==> src/rtl/stage_mem_sram_if.sv <==
// stage_mem_sram_if: EXE-side inputs, MEM/WB-side outputs and SRAM pins of the memory stage.
interface stage_mem_sram_if #(
    parameter int SRAM_ADDR_W = 18
);
    logic                   wbEnIn;
    logic                   memREnIn;
    logic                   memWEnIn;
    logic [31:0]            aluRes;
    logic [31:0]            valRm;
    logic [3:0]             dest;
    logic                   wbEnOut;
    logic                   memREnOut;
    logic [31:0]            aluResOut;
    logic [3:0]             destOut;
    logic [31:0]            memData;
    logic                   ready;
    logic [SRAM_ADDR_W-1:0] sramAddr;
    logic [15:0]            sramDqOut;
    logic [15:0]            sramDqIn;
    logic                   sramDqOe;
    logic                   sramWeN;

    modport slave (
        input  wbEnIn, memREnIn, memWEnIn, aluRes, valRm, dest, sramDqIn,
        output wbEnOut, memREnOut, aluResOut, destOut, memData, ready,
               sramAddr, sramDqOut, sramDqOe, sramWeN
    );

    modport master (
        output wbEnIn, memREnIn, memWEnIn, aluRes, valRm, dest, sramDqIn,
        input  wbEnOut, memREnOut, aluResOut, destOut, memData, ready,
               sramAddr, sramDqOut, sramDqOe, sramWeN
    );
endinterface

==> src/rtl/stage_mem_sram.sv <==
// stage_mem_sram: memory stage doing 32-bit loads/stores as two half-word accesses on a 16-bit SRAM.
module stage_mem_sram #(
    parameter logic [31:0] ADDR_BASE   = 32'd1024,
    parameter int          SRAM_ADDR_W = 18,
    parameter int          WAIT_CYCLES = 2
) (
    input  logic             clk,
    input  logic             rst,
    stage_mem_sram_if.slave  bus
);
    localparam int CW = $clog2(WAIT_CYCLES + 1) + 1;
    localparam logic [CW-1:0] LAST = CW'(WAIT_CYCLES);

    typedef enum logic [1:0] {IDLE, LO, HI, DONE} state_t;

    state_t                 r_state;
    logic [CW-1:0]          r_cnt;
    logic [31:0]            r_mem_data;
    logic [SRAM_ADDR_W-1:0] r_addr;
    logic [15:0]            r_dq;
    logic                   r_we_n;
    logic                   r_oe;

    logic [SRAM_ADDR_W-2:0] w_word;
    logic                   w_req;
    logic                   w_st;
    logic                   w_last;

    // Word index of the offset from the data-memory base; low byte bits dropped.
    assign w_word = (SRAM_ADDR_W-1)'((bus.aluRes - ADDR_BASE) >> 2);
    assign w_req  = bus.memREnIn | bus.memWEnIn;
    assign w_st   = bus.memWEnIn;
    assign w_last = r_cnt == LAST;

    assign bus.wbEnOut   = bus.wbEnIn;
    assign bus.memREnOut = bus.memREnIn;
    assign bus.aluResOut = bus.aluRes;
    assign bus.destOut   = bus.dest;
    assign bus.memData   = r_mem_data;
    assign bus.sramAddr  = r_addr;
    assign bus.sramDqOut = r_dq;
    assign bus.sramWeN   = r_we_n;
    assign bus.sramDqOe  = r_oe;
    assign bus.ready     = (r_state == DONE) | ((r_state == IDLE) & ~w_req);

    // Pin values are loaded one edge ahead so they are valid for the whole phase.
    always_ff @(posedge clk or posedge rst) begin
        if (rst) begin
            r_state    <= IDLE;
            r_cnt      <= '0;
            r_mem_data <= '0;
            r_addr     <= '0;
            r_dq       <= '0;
            r_we_n     <= 1'b1;
            r_oe       <= 1'b0;
        end else begin
            case (r_state)
                IDLE: if (w_req) begin
                    r_state <= LO;
                    r_cnt   <= '0;
                    r_addr  <= {w_word, 1'b0};
                    r_dq    <= w_st ? bus.valRm[15:0] : '0;
                    r_we_n  <= ~w_st;
                    r_oe    <= w_st;
                end
                LO: if (w_last) begin
                    if (!w_st) r_mem_data[15:0] <= bus.sramDqIn;
                    r_state <= HI;
                    r_cnt   <= '0;
                    r_addr  <= {w_word, 1'b1};
                    r_dq    <= w_st ? bus.valRm[31:16] : '0;
                end else begin
                    r_cnt <= r_cnt + 1'b1;
                end
                HI: if (w_last) begin
                    if (!w_st) r_mem_data[31:16] <= bus.sramDqIn;
                    r_state <= DONE;
                    r_cnt   <= '0;
                    r_addr  <= '0;
                    r_dq    <= '0;
                    r_we_n  <= 1'b1;
                    r_oe    <= 1'b0;
                end else begin
                    r_cnt <= r_cnt + 1'b1;
                end
                default: r_state <= IDLE;
            endcase
        end
    end
endmodule

==> src/flat_wrapper.sv <==
// flat-port wrapper written by rule: the top's interface ports become plain ports
module stage_mem_sram_flat 
#(
    parameter logic [31:0] ADDR_BASE   = 32'd1024,
    parameter int          SRAM_ADDR_W = 18,
    parameter int          WAIT_CYCLES = 2
)
  (clk, rst, bus_wbEnIn, bus_memREnIn, bus_memWEnIn, bus_aluRes, bus_valRm, bus_dest, bus_sramDqIn, bus_wbEnOut, bus_memREnOut, bus_aluResOut, bus_destOut, bus_memData, bus_ready, bus_sramAddr, bus_sramDqOut, bus_sramDqOe, bus_sramWeN);
  stage_mem_sram_if #(.SRAM_ADDR_W(SRAM_ADDR_W)) bus_i ();
  input  logic clk;
  input  logic rst;
  input wire logic [$bits(bus_i.wbEnIn)-1:0] bus_wbEnIn;
  input wire logic [$bits(bus_i.memREnIn)-1:0] bus_memREnIn;
  input wire logic [$bits(bus_i.memWEnIn)-1:0] bus_memWEnIn;
  input wire logic [$bits(bus_i.aluRes)-1:0] bus_aluRes;
  input wire logic [$bits(bus_i.valRm)-1:0] bus_valRm;
  input wire logic [$bits(bus_i.dest)-1:0] bus_dest;
  input wire logic [$bits(bus_i.sramDqIn)-1:0] bus_sramDqIn;
  output wire logic [$bits(bus_i.wbEnOut)-1:0] bus_wbEnOut;
  output wire logic [$bits(bus_i.memREnOut)-1:0] bus_memREnOut;
  output wire logic [$bits(bus_i.aluResOut)-1:0] bus_aluResOut;
  output wire logic [$bits(bus_i.destOut)-1:0] bus_destOut;
  output wire logic [$bits(bus_i.memData)-1:0] bus_memData;
  output wire logic [$bits(bus_i.ready)-1:0] bus_ready;
  output wire logic [$bits(bus_i.sramAddr)-1:0] bus_sramAddr;
  output wire logic [$bits(bus_i.sramDqOut)-1:0] bus_sramDqOut;
  output wire logic [$bits(bus_i.sramDqOe)-1:0] bus_sramDqOe;
  output wire logic [$bits(bus_i.sramWeN)-1:0] bus_sramWeN;
  assign bus_i.wbEnIn = bus_wbEnIn;
  assign bus_i.memREnIn = bus_memREnIn;
  assign bus_i.memWEnIn = bus_memWEnIn;
  assign bus_i.aluRes = bus_aluRes;
  assign bus_i.valRm = bus_valRm;
  assign bus_i.dest = bus_dest;
  assign bus_i.sramDqIn = bus_sramDqIn;
  assign bus_wbEnOut = bus_i.wbEnOut;
  assign bus_memREnOut = bus_i.memREnOut;
  assign bus_aluResOut = bus_i.aluResOut;
  assign bus_destOut = bus_i.destOut;
  assign bus_memData = bus_i.memData;
  assign bus_ready = bus_i.ready;
  assign bus_sramAddr = bus_i.sramAddr;
  assign bus_sramDqOut = bus_i.sramDqOut;
  assign bus_sramDqOe = bus_i.sramDqOe;
  assign bus_sramWeN = bus_i.sramWeN;
  stage_mem_sram #(.ADDR_BASE(ADDR_BASE), .SRAM_ADDR_W(SRAM_ADDR_W), .WAIT_CYCLES(WAIT_CYCLES)) u_core (.clk(clk), .rst(rst), .bus(bus_i));
endmodule
==> config.mk <==
export PLATFORM = sky130hd
export DESIGN_NAME = stage_mem_sram_flat
export DESIGN_NICKNAME = d
export VERILOG_FILES = /design/src/rtl/stage_mem_sram_if.sv /design/src/rtl/stage_mem_sram.sv /design/src/flat_wrapper.sv
export SDC_FILE = /design/constraint.sdc
export NUM_CORES = 1
export LEC_CHECK = 0
export CELL_PAD_IN_SITES_DETAIL_PLACEMENT = 1
export CELL_PAD_IN_SITES_GLOBAL_PLACEMENT = 2
export CORE_ASPECT_RATIO = 2
export CORE_MARGIN = 5
export CORE_UTILIZATION = 25
export CTS_CLUSTER_DIAMETER = 200
export DETAILED_ROUTE_END_ITERATION = 10
export GPL_ROUTABILITY_DRIVEN = 0
export GPL_TIMING_DRIVEN = 0
export PLACE_DENSITY = 0.95
export SKIP_LAST_GASP = 1
export SLEW_MARGIN = 30
export SYNTH_ARGS = -nofsm -noshare
export SYNTH_HDL_FRONTEND = slang
export SYNTH_SLANG_ARGS = --single-unit
export TNS_END_PERCENT = 1
==> constraint.sdc <==
create_clock -name clk -period 5.8 [get_ports clk]
set_clock_uncertainty 0.15 [all_clocks]
set_input_delay 0.58 -clock clk [delete_from_list [all_inputs] [get_ports clk]]
set_output_delay 0.58 -clock clk [all_outputs]
set_load 0.005 [all_outputs]
Word-level counts from Yosys, hierarchy flattened
Index checks and enable logic that the tools add are counted.
Widths: inputs -> output; s select.
- register bits after elaboration: 73
- latch bits: 0
- memory bits (writable): 0
- memory bits (read-only): 0
- bits of input ports: 89
- output and inout bits: 107
- word-level logic and storage cells: 56
- memories: 0
- $add $sub $neg: 2
- multiply operators: 0
- divide/modulo/power cells: 0
- magnitude comparators: 0
- equality and inequality tests: 7
- shift-type cells: 0
- multiplexer cells: 23
- bitwise operators: 5
- reduce and logical (&&, ||, !) cells: 11
- operators with widths (cell ; number):
    $mux 16 ; 5
    $mux 18 ; 3
    $pmux 18 s3 ; 1
    $pmux 16 s3 ; 1
    $sub 19x11->19 const B ; 1
    $reduce_and 3->1 ; 4
    $mux 2 ; 3
    $mux 3 ; 2
    $ne 2x1->1 const B ; 3
    $pmux 2 s3 ; 1
    $pmux 3 s2 ; 1
    $eq 2x2->1 const B ; 2
    $mux 1 ; 4
    $pmux 1 s2 ; 2
    $reduce_and 4->1 ; 1
    $reduce_bool 2->1 ; 2
    $add 3x1->3 const B ; 1
    $eq 3x2->1 const B ; 1
    $reduce_bool 3->1 ; 1
    $eq 2x1->1 const B ; 1
    $logic_not 2->1 ; 1
    $not 1->1 ; 2
    $or 1x1->1 ; 2
    $reduce_and 2->1 ; 1
    other kinds (2) ; 2

Logic depth before layout (Yosys ltp)
Gate-level depths: netlist of the first run.
- depth in word-level cells: 4
- gate-level depth with buffers: 8
- depth with buffers taken out: 6

Worst setup path before layout of the first run
OpenSTA, ideal clock, no wires.
- path kind: register -> output
- start: reg u_core.r_state[0]
- end: out bus_ready
- arrival time: 1225 ps
- required time: 5070 ps
- path slack: 3845 ps
- stages on the path, launching flop included: 5
- path buffers: 0
- cell sequence: dfrtp_1 -> inv_1 -> ha_1 -> or3b_1 -> nand2_1
- word-level cells in the longest chain between the ends: 3
- elaborated cells on any way between the ends: 4
- those cells by class: 1 x eq/ne; 2 x bitwise; 1 x reduce/logical
- RTL lines (element ; RTL line ; RTL):
    from (decl) ; stage_mem_sram.sv:16 ; state_t r_state;
    from (signal assigned) ; stage_mem_sram.sv:49 ; r_state <= IDLE;
    from (signal assigned) ; stage_mem_sram.sv:59 ; r_state <= LO;
    from (signal assigned) ; stage_mem_sram.sv:68 ; r_state <= HI;
    $logic_not 2->1 ; stage_mem_sram.sv:44 ; assign bus.ready = (r_state == DONE) | ((r_state == IDLE) & ~w_req);
    $and 1x1->1 ; stage_mem_sram.sv:44 ;
    $or 1x1->1 * ; stage_mem_sram.sv:44 ;
    to (decl) ; flat_wrapper.sv:24 ; output wire logic [$bits(bus_i.ready)-1:0] bus_ready;
Mark *: on every way between the ends. The rest lies on a longest branch, timed or not.

Final worst setup path of the first run
- start: in bus_memWEnIn
- end: out bus_ready
- word-level cells in the longest chain between the ends: 4
- RTL lines (element ; RTL line ; RTL):
    from (decl) ; flat_wrapper.sv:14 ; input wire logic [$bits(bus_i.memWEnIn)-1:0] bus_memWEnIn;
    $or 1x1->1 ; stage_mem_sram.sv:31 ; assign w_req = bus.memREnIn | bus.memWEnIn;
    $not 1->1 ; stage_mem_sram.sv:44 ;
    $and 1x1->1 ; stage_mem_sram.sv:44 ;
    $or 1x1->1 ; stage_mem_sram.sv:44 ;
No other way between the ends.

==> results of run 1 <==
[cell usage in the layout (no fill, tap or decap), types with 2 or more instances in the layout]
cell	Yosys	final
clkdlybuf4s50_1	0	175
dfrtp_1	72	72
buf_4	38	38
nand2_1	25	25
mux2_4	20	20
a22o_1	18	18
o31ai_1	18	18
nor2b_1	16	16
a31oi_1	16	16
mux2_2	10	10
clkbuf_16	0	9
inv_1	9	8
nor2_1	7	7
buf_2	6	6
clkbuf_1	6	6
ha_1	5	5
xor2_1	4	4
o21ai_0	4	4
xnor2_1	3	3
mux2_1	3	3
or3b_1	2	2
nor4_1	2	2
nand4b_1	2	2
a21oi_1	2	2
nand2_4	2	2
bufinv_16	0	2
[power by group through the flow]
stage / sequential (mW) / clock (mW) / combinational, mW
2_1_floorplan: 0.868 / 0 / 0.670
3_3_place_gp: 0.857 / 0 / 1.38
3_5_place_dp: 0.872 / 0 / 1.43
4_1_cts: 0.867 / 0.631 / 1.44
5_1_grt: 0.894 / 0.649 / 1.53
6_report: 0.865 / 0.613 / 1.40
[cell type report]
type	count	area, um2
Inverter	10	40.0
Tap cell	192	240
Buffer	53	373
Clock buffer	10	239
Timing Repair Buffer	176	1780
Fill cell	1599	8300
Clock inverter	6	90.1
Sequential cell	73	1830
Multi-Input combinational cell	170	1380
[worst min-delay path, cell delays in order, from the launching register on]
cell,delay [ns]
dfrtp_1,0.34
nand2_1,0.05
o31ai_1,0.05
[registers in the layout, indices dropped and copies added, names as in the netlist]
name	flops
u_core.bus.sramAddr	18
u_core.bus.sramDqOe	1
u_core.bus.sramDqOut	16
u_core.r_state	2
u_core.bus.sramWeN	1
u_core.r_cnt	3
u_core.bus.memData	32
[metal layers]
metal  part of all wire, %  up-vias  track usage, %
li1                      -     1418               -
met5                     0        -               0
met3                   6.3       23            3.26
met2                    57      121            27.9
met1                    33     1493            13.7
met4                   3.1        0            6.59
[logic make-up after synthesis]
family	share of synthesized area, %
AOI/OAI and AO/OA	13.2
adders and majority gates	1.73
muxes	12.3
and+or+nand+nor	9.29
xor gates and xnor gates	1.69
buffers and inverters	11.3
DFF	50.5
[stage by stage]
stage               hold WS, ns  std cells
global placement          0.314        673
detailed placement        0.318        674
CTS                       0.332        690
floorplan                 0.323        306
global route              0.352        690
finish                    0.328        690
[final timing paths]
check | slack [ns] | start | end | depth (start not counted)
min in group asynchronous | 0.43 | rst | u_core.bus.sramDqOut[8]$_DFFE_PP0P_ | 2
min | 0.33 | u_core.bus.sramDqOut[11]$_DFFE_PP0P_ | u_core.bus.sramDqOut[11]$_DFFE_PP0P_ | 2
max reg2reg | 3.42 | u_core.r_state[0]$_DFFE_PP0P_ | u_core.bus.sramDqOut[7]$_DFFE_PP0P_ | 6
max in group asynchronous | 4.44 | rst | u_core.bus.sramWeN$_DFFE_PP1P_ | 3
max | 2.74 | bus_memWEnIn | bus_ready | 4
min reg2reg | 0.33 | u_core.bus.sramDqOut[11]$_DFFE_PP0P_ | u_core.bus.sramDqOut[11]$_DFFE_PP0P_ | 2
==> flow_metrics.env, run 1 <==
export IMPL_status="finished, final reports clean"
export IMPL_drv_slew=0
export IMPL_hold_violations=0
export IMPL_grt_pass1_vias=3534
export IMPL_synth_edf_count=0
export IMPL_p_comb_share_pct=48.6
export IMPL_drive_gt1_share_pct=20.5
export IMPL_synth_fp_nets=400
export IMPL_rsz0062_at_grt="false"
export IMPL_crit_family="buffers and inverters"
export IMPL_p_int_mw=1.87
export IMPL_nNetsFinal=587
export IMPL_drtIter0Drc=60
export IMPL_yosys_warnings=0
export IMPL_worst_slack_ns=2.74
export IMPL_min_period_ns=3.06
export IMPL_die_y_um=180
export IMPL_synth_cell_types=39
export IMPL_syn_inst=306
export IMPL_worst_slew_pin_slew_ns=0.581
export IMPL_dr_pass1_iters=4
export IMPL_syn_area_mm2=0.00362
export IMPL_io_buffers=175
export IMPL_critPathRequiredTime_ns=5.07
export IMPL_final_util_pct=41.8
export IMPL_setup_worst_path_class="in2out"
export IMPL_track_usage_pct=14.4
export IMPL_end_kind="output pin"
export IMPL_dp_hpwl_mm=9.94
export IMPL_cp_start_kind="input pin"
export IMPL_worstPathCellList="clkdlybuf4s50_1, or3b_1, nand2_1, clkdlybuf4s50_1"
export IMPL_antenna_found_initial=0
export IMPL_period_share_pct=52.7
export IMPL_synth_top_area_cell="dfrtp_1"
export IMPL_synth_main_ff_cell="dfrtp_1"
export IMPL_power_mw=2.88
export IMPL_place_area_mm2=0.00564
export IMPL_start_util_pct=25.4
export IMPL_clkPwrFrac_pct=21.3
export IMPL_wl_per_cell_um=17.8
export IMPL_overflow=0
export IMPL_grt_first_pass_wirelength_mm=19.1
export IMPL_cp_slowest_cell="clkdlybuf4s50_1"
export IMPL_ios=196
export IMPL_synthTopCellsByCount="72 x dfrtp_1, 38 x buf_4, 25 x nand2_1"
export IMPL_n_antenna_cell=0
export IMPL_power_density_mw_per_mm2=481
export IMPL_vias=3055
export IMPL_viasPerCell=4.43
export IMPL_cts_num_sinks=73
export IMPL_drc_errors=0
export IMPL_netlist_area_leader_share_pct=49.7
export IMPL_synthTopCellsByArea="dfrtp_1 50%, mux2_4 8.3%, buf_4 7.9%"
export IMPL_drv_cap=0
export IMPL_slowest_delay_ns=0.54
export IMPL_design_area_mm2=0.00597
export IMPL_die_area_mm2=0.0171
export IMPL_dieWidth_um=95.1
export IMPL_cts_tree="yes"
export IMPL_crit_fanout=6
export IMPL_async_reset_ff_share_pct=100
export IMPL_insertion_delay_ns=0.33
export IMPL_p_leak_nw=2.68
export IMPL_grt_max_degree=47
export IMPL_hold_buffers=0
export IMPL_critPathBufInv=2
export IMPL_htreeDepth=3
export IMPL_tns_ns=0
export IMPL_ir_worst_vdd_v=0.000187
export IMPL_ctsResizeCount=0
export IMPL_slew_headroom_pct=61.2
export IMPL_path_common_cell="clkdlybuf4s50_1"
export IMPL_p_sw_mw=1.01
export IMPL_coreArea_mm2=0.0143
export IMPL_cts_buffers=9
export IMPL_dp_slack_ns=2.74
export IMPL_sw_frac_of_total_pct=35.0
export IMPL_worstHoldPathType="reg2reg"
export IMPL_routed_wl_mm=12.3
export IMPL_yosysMostFrequentCell="dfrtp_1"
export IMPL_num_rows=62
export IMPL_clock_tree_root_cell="clkbuf_16"
export IMPL_path_clk_slew_ns=0.06
export IMPL_syn_area_per_cell_um2=11.8
export IMPL_power_sequential_fraction_pct=30.1
export IMPL_setup_viol=0
export IMPL_syn_to_final_growth_pct=64.9
export IMPL_synth_seq_cells=73
export IMPL_arrival_ns=2.33
export IMPL_fmax_ghz=0.327
export IMPL_cts_setup_buffers=0
export IMPL_clockBufferDepth=2
export IMPL_ys_seq_area_share_pct=50.5
export IMPL_antenna_left=0
(Power assumes the default switching activity.)
==> run 2, diff against run 1 <==
--- a/config.mk
+++ b/config.mk
@@ -9,12 +9,12 @@
 export CELL_PAD_IN_SITES_GLOBAL_PLACEMENT = 2
 export CORE_ASPECT_RATIO = 2
 export CORE_MARGIN = 5
-export CORE_UTILIZATION = 25
+export CORE_UTILIZATION = 23
 export CTS_CLUSTER_DIAMETER = 200
 export DETAILED_ROUTE_END_ITERATION = 10
 export GPL_ROUTABILITY_DRIVEN = 0
 export GPL_TIMING_DRIVEN = 0
-export PLACE_DENSITY = 0.95
+export PLACE_DENSITY = 0.91
 export SKIP_LAST_GASP = 1
 export SLEW_MARGIN = 30
 export SYNTH_ARGS = -nofsm -noshare
==> constraint.sdc (replaced) <==
create_clock -name clk -period 3 [get_ports clk]
set_clock_uncertainty 0.15 [all_clocks]
set_input_delay 0.3 -clock clk [delete_from_list [all_inputs] [get_ports clk]]
set_output_delay 0.3 -clock clk [all_outputs]
set_load 0.005 [all_outputs]
==> run 2 against run 1 <==
Compared with the run above:
- clock power rose by 78%
- non-clock buffer count did not move
- register-to-register slack got worse by 2.9 ns
- design area fell by 0.31%
- worst setup slack got worse by 2.5 ns
- critical path depth rose by 1
- flip-flop and latch count did not move
- hold slack got worse by 0.12 ns
- sequential power rose by 93%
- die area rose by 8.0%
- global-route usage fell by 1.2 points
- critical endpoint unchanged
- largest cell class unchanged
==> flow_metrics.env, run 2 (synthesis results as in run 1) <==
export IMPL_status="finished, final reports clean"
export IMPL_crit_family="buffers and inverters"
export IMPL_drtIter0Drc=52
export IMPL_slowest_delay_ns=0.55
export IMPL_antenna_found_initial=0
export IMPL_cts_tree="yes"
export IMPL_ctsResizeCount=0
export IMPL_grt_max_degree=41
export IMPL_cts_num_sinks=73
export IMPL_cp_slowest_cell="clkdlybuf4s50_1"
export IMPL_drv_slew=0
export IMPL_min_period_ns=2.73
export IMPL_place_area_mm2=0.00565
export IMPL_hold_violations=0
export IMPL_antenna_left=0
export IMPL_overflow=0
export IMPL_htreeDepth=3
export IMPL_wl_per_cell_um=17.4
export IMPL_hold_buffers=0
export IMPL_path_clk_slew_ns=0.06
export IMPL_fmax_ghz=0.366
export IMPL_dp_hpwl_mm=9.68
export IMPL_cts_setup_buffers=0
export IMPL_grt_pass1_vias=3442
export IMPL_setup_worst_path_class="reg2out"
export IMPL_end_kind="output pin"
export IMPL_critPathRequiredTime_ns=2.55
export IMPL_grt_util_met1_pct=15.9
export IMPL_worst_slew_pin_slew_ns=0.636
export IMPL_insertion_delay_ns=0.33
export IMPL_largest_reg_flops=32
export IMPL_use_met2_pct=21.3
export IMPL_critPathBufInv=2
export IMPL_drc_errors=0
export IMPL_ios=196
export IMPL_dp_slack_ns=0.476
export IMPL_vias=3082
export IMPL_period_share_pct=91.1
export IMPL_io_buffers=175
export IMPL_routed_wl_mm=12.2
export IMPL_nNetsFinal=587
export IMPL_worst_slack_ns=0.267
export IMPL_worstHoldPathType="in2async"
export IMPL_rsz0062_at_grt="false"
export IMPL_p_leak_nw=2.66
export IMPL_layout_common_cells="175 x clkdlybuf4s50_1, 72 x dfrtp_1, 38 x buf_4, 25 x nand2_1, 20 x mux2_4"
export IMPL_track_usage_pct=13.2
export IMPL_dieWidth_um=98.7
export IMPL_crit_fanout=6
export IMPL_slew_headroom_pct=57.6
export IMPL_setup_viol=0
export IMPL_grt_first_pass_wirelength_mm=19.2
export IMPL_n_antenna_cell=0
export IMPL_final_common_cell="clkdlybuf4s50_1"
export IMPL_drv_cap=0
export IMPL_clockBufferDepth=2
export IMPL_cts_buffers=9
export IMPL_dr_pass1_iters=4
export IMPL_clock_tree_root_cell="clkbuf_16"
export IMPL_grt_use_met3_pct=5.79
export IMPL_viasPerCell=4.41
export IMPL_syn_to_final_growth_pct=64.4
export IMPL_holdWs_ns=0.210
export IMPL_drive_gt1_share_pct=20.5
export IMPL_arrival_ns=2.28
export IMPL_start_util_pct=23.2
export IMPL_num_rows=65
export IMPL_design_area_mm2=0.00595
export IMPL_worstPathCellList="inv_1, ha_1, or3b_1, nand2_1, clkdlybuf4s50_1"
export IMPL_power_density_mw_per_mm2=917
export IMPL_coreArea_mm2=0.0156
export IMPL_die_y_um=187
export IMPL_fillCellCount=1744
export IMPL_die_area_mm2=0.0185
export IMPL_cp_start_kind="flop"
export IMPL_ir_worst_vdd_v=0.000270
export IMPL_busiest_layer="met2"
==> run 2: per-stage QoR <==
step	setup TNS [ns]	instances	power (mW)	util [%]
finish	0	699	5.46	38.1
global route	0	699	5.84	38.1
CTS	0	699	5.58	38.1
detailed placement	0	683	4.46	36.2
global placement	-40.56	682	4.33	36.0
floorplan	0	306	2.97	-
==> run 2: final cells by class <==
type / count / area, um2 / area share (%)
buffer: 53 / 373 / 6.26
clock buffer: 10 / 239 / 4.01
clock inverter: 6 / 67.6 / 1.13
inverter: 10 / 40.0 / 0.672
multi-input combinational: 170 / 1380 / 23.2
sequential: 73 / 1830 / 30.7
tap: 201 / 251 / 4.22
timing repair buffer: 176 / 1770 / 29.8
==> run 2: final timing paths <==
path	depth (start not counted)	from	slack [ns]	endpoint
hold reg to reg	2	u_core.bus.sramDqOut[12]$_DFFE_PP0P_	0.33	u_core.bus.sramDqOut[12]$_DFFE_PP0P_
max in group asynchronous	3	rst	1.85	u_core.bus.sramWeN$_DFFE_PP1P_
min in group clk	2	u_core.bus.sramDqOut[12]$_DFFE_PP0P_	0.33	u_core.bus.sramDqOut[12]$_DFFE_PP0P_
setup reg to reg	6	u_core.r_state[0]$_DFFE_PP0P_	0.56	u_core.bus.sramDqOut[8]$_DFFE_PP0P_
setup / recovery	5	u_core.r_state[0]$_DFFE_PP0P_	0.27	bus_ready
hold / removal	2	rst	0.21	u_core.bus.memData[2]$_DFFE_PP0P_
==> run 2: power breakdown <==
part           total [mW]  internal [mW]  switching [mW]
logic                2.70           1.44            1.25
registers            1.67           1.41           0.261
clock network        1.09          0.667           0.419
==> run 2: per-layer routing <==
layer	routed length (um)	part of all wire (%)
met5	0	0
met4	199	1.6
met3	1210	10
met2	5590	46
met1	5150	42
==> run 2: worst register-to-register path: cells and delay by family (launching register included) <==
kind	cells	cell delay, ns
AO/OA/AOI/OAI	2	0.46
adder cells (fa/ha/maj)	1	0.29
buffers and inverters	3	1.05
flip-flops	1	0.40
==> run 3, diff against run 2 <==
--- a/config.mk
+++ b/config.mk
@@ -14,6 +14,7 @@
 export DETAILED_ROUTE_END_ITERATION = 10
 export GPL_ROUTABILITY_DRIVEN = 0
 export GPL_TIMING_DRIVEN = 0
+export HOLD_SLACK_MARGIN = 0.1
 export PLACE_DENSITY = 0.91
 export SKIP_LAST_GASP = 1
 export SLEW_MARGIN = 30
==> results of run 3 <==
Same layout as run 2: the final DEF is identical, and so are final timing and power.
